$ cat src/rtl/counter3_pkg.sv
// Shared defaults and direction type for the bounce counter.
package counter3_pkg;

    localparam int DEF_WIDTH   = 3;
    localparam int DEF_CNT_MIN = 1;
    localparam int DEF_CNT_MAX = 7;

    typedef enum logic {
        DIR_DOWN = 1'b0,
        DIR_UP   = 1'b1
    } dir_e;

endpackage : counter3_pkg

$ cat src/rtl/counter3.sv
// Free-running up/down bounce counter between CNT_MIN and CNT_MAX; each
// turn-around value is held for exactly one cycle.
module counter3
    import counter3_pkg::*;
#(
    parameter int WIDTH   = DEF_WIDTH,
    parameter int CNT_MIN = DEF_CNT_MIN,
    parameter int CNT_MAX = DEF_CNT_MAX
) (
    input  logic             clk,
    input  logic             rst,
    output logic [WIDTH-1:0] count,
    output logic             dir_up,
    output logic             at_max,
    output logic             at_min
);

    localparam logic [WIDTH-1:0] MIN_V     = WIDTH'(CNT_MIN);
    localparam logic [WIDTH-1:0] MAX_V     = WIDTH'(CNT_MAX);
    localparam logic [WIDTH-1:0] MIN_P1_V  = WIDTH'(CNT_MIN + 1);
    localparam logic [WIDTH-1:0] MAX_M1_V  = WIDTH'(CNT_MAX - 1);

    generate
        if (!(CNT_MIN >= 0 && CNT_MIN < CNT_MAX && CNT_MAX <= (2 ** WIDTH) - 1)) begin : g_param_check
            $error("counter3: illegal parameters WIDTH=%0d CNT_MIN=%0d CNT_MAX=%0d",
                   WIDTH, CNT_MIN, CNT_MAX);
        end
    endgenerate

    logic [WIDTH-1:0] count_reg;
    logic [WIDTH-1:0] count_next;
    dir_e             dir_reg;
    dir_e             dir_next;

    always_ff @(posedge clk) begin
        if (rst) begin
            count_reg <= MIN_V;
            dir_reg   <= DIR_UP;
        end else begin
            count_reg <= count_next;
            dir_reg   <= dir_next;
        end
    end

    // Endpoints are decided by count alone, so a stale direction at an
    // endpoint or an out-of-range count is pulled back onto the cycle.
    always_comb begin
        count_next = count_reg;
        dir_next   = dir_reg;
        if (count_reg > MAX_V) begin
            count_next = MAX_V;
            dir_next   = DIR_DOWN;
        end else if (count_reg < MIN_V) begin
            count_next = MIN_V;
            dir_next   = DIR_UP;
        end else if (count_reg == MAX_V) begin
            count_next = MAX_M1_V;
            dir_next   = (MAX_M1_V == MIN_V) ? DIR_UP : DIR_DOWN;
        end else if (count_reg == MIN_V) begin
            count_next = MIN_P1_V;
            dir_next   = (MIN_P1_V == MAX_V) ? DIR_DOWN : DIR_UP;
        end else if (dir_reg == DIR_UP) begin
            count_next = count_reg + 1'b1;
            dir_next   = (count_reg + 1'b1 == MAX_V) ? DIR_DOWN : DIR_UP;
        end else begin
            count_next = count_reg - 1'b1;
            dir_next   = (count_reg - 1'b1 == MIN_V) ? DIR_UP : DIR_DOWN;
        end
    end

    assign count  = count_reg;
    assign dir_up = (dir_reg == DIR_UP);
    assign at_max = (count_reg == MAX_V);
    assign at_min = (count_reg == MIN_V);

endmodule : counter3

$ cat config.mk
export PLATFORM = sky130hd
export DESIGN_NAME = counter3
export DESIGN_NICKNAME = d
export VERILOG_FILES = /design/src/rtl/counter3_pkg.sv /design/src/rtl/counter3.sv
export SDC_FILE = /design/constraint.sdc
export NUM_CORES = 1
export LEC_CHECK = 0
export CORE_AREA = 2 2 39 41
export CTS_BUF_LIST = sky130_fd_sc_hd__clkbuf_2
export CTS_CLUSTER_SIZE = 10
export DETAILED_ROUTE_END_ITERATION = 10
export DIE_AREA = 0 0 41 43
export PLACE_DENSITY = 0.41
export SLEW_MARGIN = 20
export SYNTH_ARGS = -nofsm -noshare
export SYNTH_HDL_FRONTEND = slang
export SYNTH_SLANG_ARGS = --single-unit
$ cat constraint.sdc
create_clock -name clk -period 3.6 [get_ports clk]
set_input_delay 0.54 -clock clk [delete_from_list [all_inputs] [get_ports clk]]
set_output_delay 0.54 -clock clk [all_outputs]
set_load 0.02 [all_outputs]
==> impl_metrics.ini, run 1 <==
[power_and_ir_drop]
ir_worst_vdd_mv = 0.2088
leakage_nw = 0.1856
p_per_area_mw_per_mm2 = 921.1

[routing]
vias = 314
routed_via_density = 4.984
totalWireLength_microns = 792
firstDrtPassIters = 5
drc = 0
postRouteAntennaNets = 0
wl_per_cell_microns = 12.57
dr.first_iter.drc_count = 10

[cells_and_area]
nFillCells = 152
layout-drive-gt1-share_pct = 6.383
fin_area_sq_um = 415.4
fin_nets = 56
largest_reg_flops = 3
area.growth.synth_to_final_pct = 33.87
final_cell_mix = clkdlybuf4s50_1 (7), inv_1 (5), ha_1 (5), dfxtp_1 (4)
diodes = 0
post-route-util_pct = 30.02
final_common_cell = clkdlybuf4s50_1

[global_routing]
grt_antenna_before_repair = 0
grt_pass1_wl_mm = 1.393
grt.overflow.total = 0
grt_use_total_pct = 11.81
grt_max_degree = 10
first_global_vias = 329

[floorplan]
die_h_microns = 43
die_w_microns = 41
rows = 14
core_sq_mm = 0.001384
initial_core_util_pct = 22.42
ios = 8
design.die.area_sq_mm = 0.001763

[cts]
numClockSinks = 4
clk_latency_ns = 0.21
clockRootBuffer = clkbuf_2
hold_buffers = 0
cts_buffers = 3
clk_pin_slew_worst_paths_ns = 0.04
h-tree-depth = 1
post-cts-setup-buffer-count = 0
clockBufferDepth = 2
cts_tree = built
cts_resized = 0

[setup_path]
cp-start-kind = register
cp-endpoint = at_max
reg2reg_to = count[1]
arrival_ns = 1.88
r2r_cells = 6
critical_path_class = register to output pin
startpoint = count[1]
required_ns = 3.06
reg2reg_from = count[0]
cp_max_fo = 9
end_kind = output pin
reg2reg_slack_ns = 1.89

[outcome]
outcome = completed

[worst_hold_path]
hold_path_depth = 2
hold_path.class = register to register

[timing]
hold_viol_final = 0
setup_viol = 0
fin_skew_ns = 0.002590
tns_ns = 0
fmax_ghz = 0.4128
drv_slew = 0
fin_crit_sh_pct = 67.30
layout_min_cycle_time_ns = 2.423
rsz0062_at_grt = false
relSlewSlack_pct = 76.33
worst_pin_slew_ns = 0.3551

[synthesis]
syn_avg_cell_area_sq_um = 8.386
synth_area_sq_um = 310.3
ys_ff_latch = 4
seq_area_frac_synth_pct = 25.81
yosys.cell_types.count = 20
yosys_warnings = 0
syn-num-nets = 44
netlist_instances = 37

[place]
place_area_sq_um = 400.4
dp_hpwl_microns = 585.9
io_buffers = 7
gp_congestion = 0.6848

[flow_run]
drv_cap = 0
[logic make-up (layout without fill, tap and decap cells)]
kind of cell | after synthesis | in the layout | share of synthesized area, %
xor+xnor | 1 | 1 | 2.823
compound gates | 14 | 14 | 32.26
fa+ha+maj | 5 | 5 | 20.16
buf+inv | 5 | 15 | 6.049
simple gates | 8 | 8 | 12.91
flops | 4 | 4 | 25.81
[worst min-delay path by stage]
| stage | start | to | slack (ns) |
|---|---|---|---|
| after floorplan | rst | count[1] | 0.61 |
| after global placement | count[1] | count[2] | 0.61 |
| after detailed placement | count[1] | count[1] | 0.61 |
| after CTS | count[1] | count[1] | 0.61 |
| after global routing | count[1] | count[1] | 0.66 |
| final | count[1] | count[1] | 0.62 |
[final cells by class]
class / instances / area, sq um / area share [%]
sequential: 4 / 80.08 / 19.28
timing repair buffer: 7 / 70.07 / 16.87
inverter: 5 / 18.77 / 4.518
clock buffer: 3 / 15.01 / 3.614
tap: 16 / 20.02 / 4.819
multi-input combinational: 28 / 211.5 / 50.90
[where the power goes]
group	switching, mW	total (mW)	internal, mW	leakage [nW]
clock	0.0195	0.0419	0.0224	0.0125
combinational	0.125	0.238	0.113	0.140
sequential	0.0402	0.102	0.0621	0.0331
total	0.185	0.383	0.198	0.186
[cell usage after synthesis]
library cell	instances	share of area, %
xnor2_1	1	2.8
nor2b_1	1	2.0
and3b_1	1	2.8
ha_1	5	20
o221ai_1	1	2.8
a221o_1	1	3.2
nor2_1	3	3.6
inv_1	5	6.0
nand2_1	2	2.4
a21oi_1	2	3.2
a31oi_1	1	2.0
o21ai_0	2	3.2
a22oi_1	1	2.4
a221oi_1	1	2.8
o311ai_0	2	5.6
or3_1	1	2.0
o21ai_1	1	1.6
o21bai_1	1	2.4
o311ai_1	1	2.8
dfxtp_1	4	26
[worst max-delay path: stages, from the launching register on]
cell and delay, ns:
dfxtp_1 0.48, ha_1 0.21, ha_1 0.32, clkdlybuf4s50_1 0.66
[stage by stage]
stage                     setup WS [ns]  cells  hold slack (ns)  total power, mW
final                             1.177     63           0.6167           0.3826
after global routing              1.045     63           0.6562           0.4242
after CTS                         1.177     63           0.6150           0.3842
after detailed placement          1.402     60           0.6083           0.3421
after global placement            1.422     60           0.6066           0.3378
after floorplan                   1.857     37           0.6091           0.2503
[metal layers]
| metal | wire [microns] | global-route usage (%) |
|---|---|---|
| met5 | 0 | 0 |
| met4 | 8 | 8.000 |
| met3 | 11 | 3.141 |
| met2 | 393 | 17.50 |
| met1 | 378 | 14.01 |
Note: power is estimated with default switching activity, not from simulation.
==> inputs of run 2 (changes only) <==
--- a/config.mk
+++ b/config.mk
@@ -10,7 +10,7 @@
 export CTS_CLUSTER_SIZE = 10
 export DETAILED_ROUTE_END_ITERATION = 10
 export DIE_AREA = 0 0 41 43
-export PLACE_DENSITY = 0.41
+export PLACE_DENSITY = 0.43
 export SLEW_MARGIN = 20
 export SYNTH_ARGS = -nofsm -noshare
 export SYNTH_HDL_FRONTEND = slang
==> constraint.sdc (replaced) <==
create_clock -name clk -period 2.15 [get_ports clk]
set_input_delay 0.3225 -clock clk [delete_from_list [all_inputs] [get_ports clk]]
set_output_delay 0.3225 -clock clk [all_outputs]
set_load 0.02 [all_outputs]
==> run 2 against run 1 <==
  * Utilization grew 0.72 points
  * Clock power grew 63%
  * Clock skew about the same
  * Count of clock-buffer cells in the layout unchanged
  * Critical path type unchanged
  * Largest power group unchanged
==> impl_metrics.ini, run 2 (synthesis gave the netlist of run 1 again) <==
[outcome]
outcome = completed

[timing]
worst_pin_slew_ns = 0.3289
rsz0062_at_grt = false
fin_crit_sh_pct = 91.12
fmax_ghz = 0.5105
layout_min_cycle_time_ns = 1.959
setup_viol = 0
fin_skew_ns = 0.003012
tns_ns = 0
hold_viol_final = 0
setup_ws_ns = 0.1910
relSlewSlack_pct = 78.07
drv_slew = 0

[power_and_ir_drop]
comb_power_share_pct = 63.0
power_frac_clock_pct = 10.7
power_switching_mw = 0.3042
cellInternalPower_mw = 0.3317
p_total_mw = 0.6359
p_per_area_mw_per_mm2 = 1495
ir_worst_vdd_mv = 0.5142
power_switching_share_pct = 47.84
seqPwrFrac_pct = 26.3
leakage_nw = 0.2020

[cts]
cts_buffers = 3
cts_tree = built
post-cts-setup-buffer-count = 0
numClockSinks = 4
clockBufferDepth = 2
h-tree-depth = 1
cts_resized = 0
clk_latency_ns = 0.21
hold_buffers = 0
clockRootBuffer = clkbuf_2
clk_pin_slew_worst_paths_ns = 0.04

[cells_and_area]
nFillCells = 157
final_common_cell = clkdlybuf4s50_1
multi_input_area_sq_um = 211.5
final_cell_mix = clkdlybuf4s50_1 (6), inv_1 (5), ha_1 (5), dfxtp_1 (4)
register_area_sq_um = 80.08
area.growth.synth_to_final_pct = 37.10
layout-drive-gt1-share_pct = 8.333
diodes = 0
largest_reg_flops = 3
fin_nets = 57

[routing]
postRouteAntennaNets = 0
firstDrtPassIters = 4
totalWireLength_microns = 770
drc = 0
wl_per_cell_microns = 12.03
routed_via_density = 5.000
dr.first_iter.drc_count = 10
vias = 320

[global_routing]
grt_max_degree = 10
grt.overflow.total = 0
first_global_vias = 315
grt_antenna_before_repair = 0
grt_pass1_wl_mm = 1.345
grt_use_total_pct = 11.94

[floorplan]
die_h_microns = 43
rows = 14
ios = 8
die_w_microns = 41
core_sq_mm = 0.001384
design.die.area_sq_mm = 0.001763
initial_core_util_pct = 22.42

[setup_path]
required_ns = 1.83
end_kind = output pin
critical_path_class = register to output pin
arrival_ns = 1.64
cp_max_fo = 9
r2r_cells = 6
cp-start-kind = register

[place]
dp_hpwl_microns = 609
post-place-ws_ns = 0.2861
gp_congestion = 0.8261
io_buffers = 7

[flow_run]
drv_cap = 0

[worst_hold_path]
hold_path.class = register to register
hold_path_depth = 2
[run 2: cell types whose count changed in the layout (fill, tap and decap cells not counted)]
cell,delta
buf_4,+1
dlymetal6s2s_1,+1
clkdlybuf4s50_1,-1
[run 2: cell type report]
class,instances,area share [%]
well taps,16,4.706
repair buffers,8,18.82
clock buffers,3,3.529
multi-input cells,28,49.71
flip-flops and latches,4,18.82
inverters,5,4.412
[run 2: stage by stage]
stage | hold slack (ns) | utilization (%) | cell area (sq um) | std cells
6_report | 0.5924 | 30.74 | 425.4 | 64
5_1_grt | 0.6448 | 30.74 | 425.4 | 64
4_1_cts | 0.6036 | 30.56 | 422.9 | 64
3_5_place_dp | 0.5987 | 29.48 | 407.9 | 61
3_3_place_gp | 0.5870 | 29.48 | 407.9 | 61
2_1_floorplan | 0.3916 | - | 310.3 | 37
[run 2: critical path, stage by stage, from the launching register on]
cell             delay (ns)
dfxtp_1                0.46
ha_1                   0.21
ha_1                   0.16
clkdlybuf4s50_1        0.60
[run 2: final timing paths]
| kind | startpoint | to | slack (ns) |
|---|---|---|---|
| setup reg to reg | count[0] | count[1] | 0.45 |
| hold reg to reg | count[1] | count[2] | 0.59 |
| setup / recovery | count[1] | at_max | 0.19 |
| hold / removal | count[1] | count[2] | 0.59 |
[run 2: metal layers]
metal | GRT usage (%) | vias to the layer above | share of wire [%]
li1 | - | 160 | -
met4 | 2.000 | 0 | 0
met5 | 0 | - | 0
met1 | 13.14 | 151 | 44
met3 | 9.424 | 0 | 5.8
met2 | 17.81 | 9 | 50
[run 2: power groups by stage]
stage          clock, mW  sequential (mW)  combinational [mW]
2_1_floorplan          0            0.187               0.232
3_3_place_gp           0            0.166               0.402
3_5_place_dp           0            0.167               0.407
4_1_cts           0.0697            0.166               0.409
5_1_grt           0.0782            0.177               0.453
6_report          0.0683            0.167               0.400
==> inputs of run 3 (changes only) <==
--- a/config.mk
+++ b/config.mk
@@ -11,6 +11,7 @@
 export DETAILED_ROUTE_END_ITERATION = 10
 export DIE_AREA = 0 0 41 43
 export PLACE_DENSITY = 0.43
+export REMOVE_ABC_BUFFERS = 1
 export SLEW_MARGIN = 20
 export SYNTH_ARGS = -nofsm -noshare
 export SYNTH_HDL_FRONTEND = slang
==> results of run 3 <==
Same layout as run 2: the final DEF is identical, and so are final timing and power.
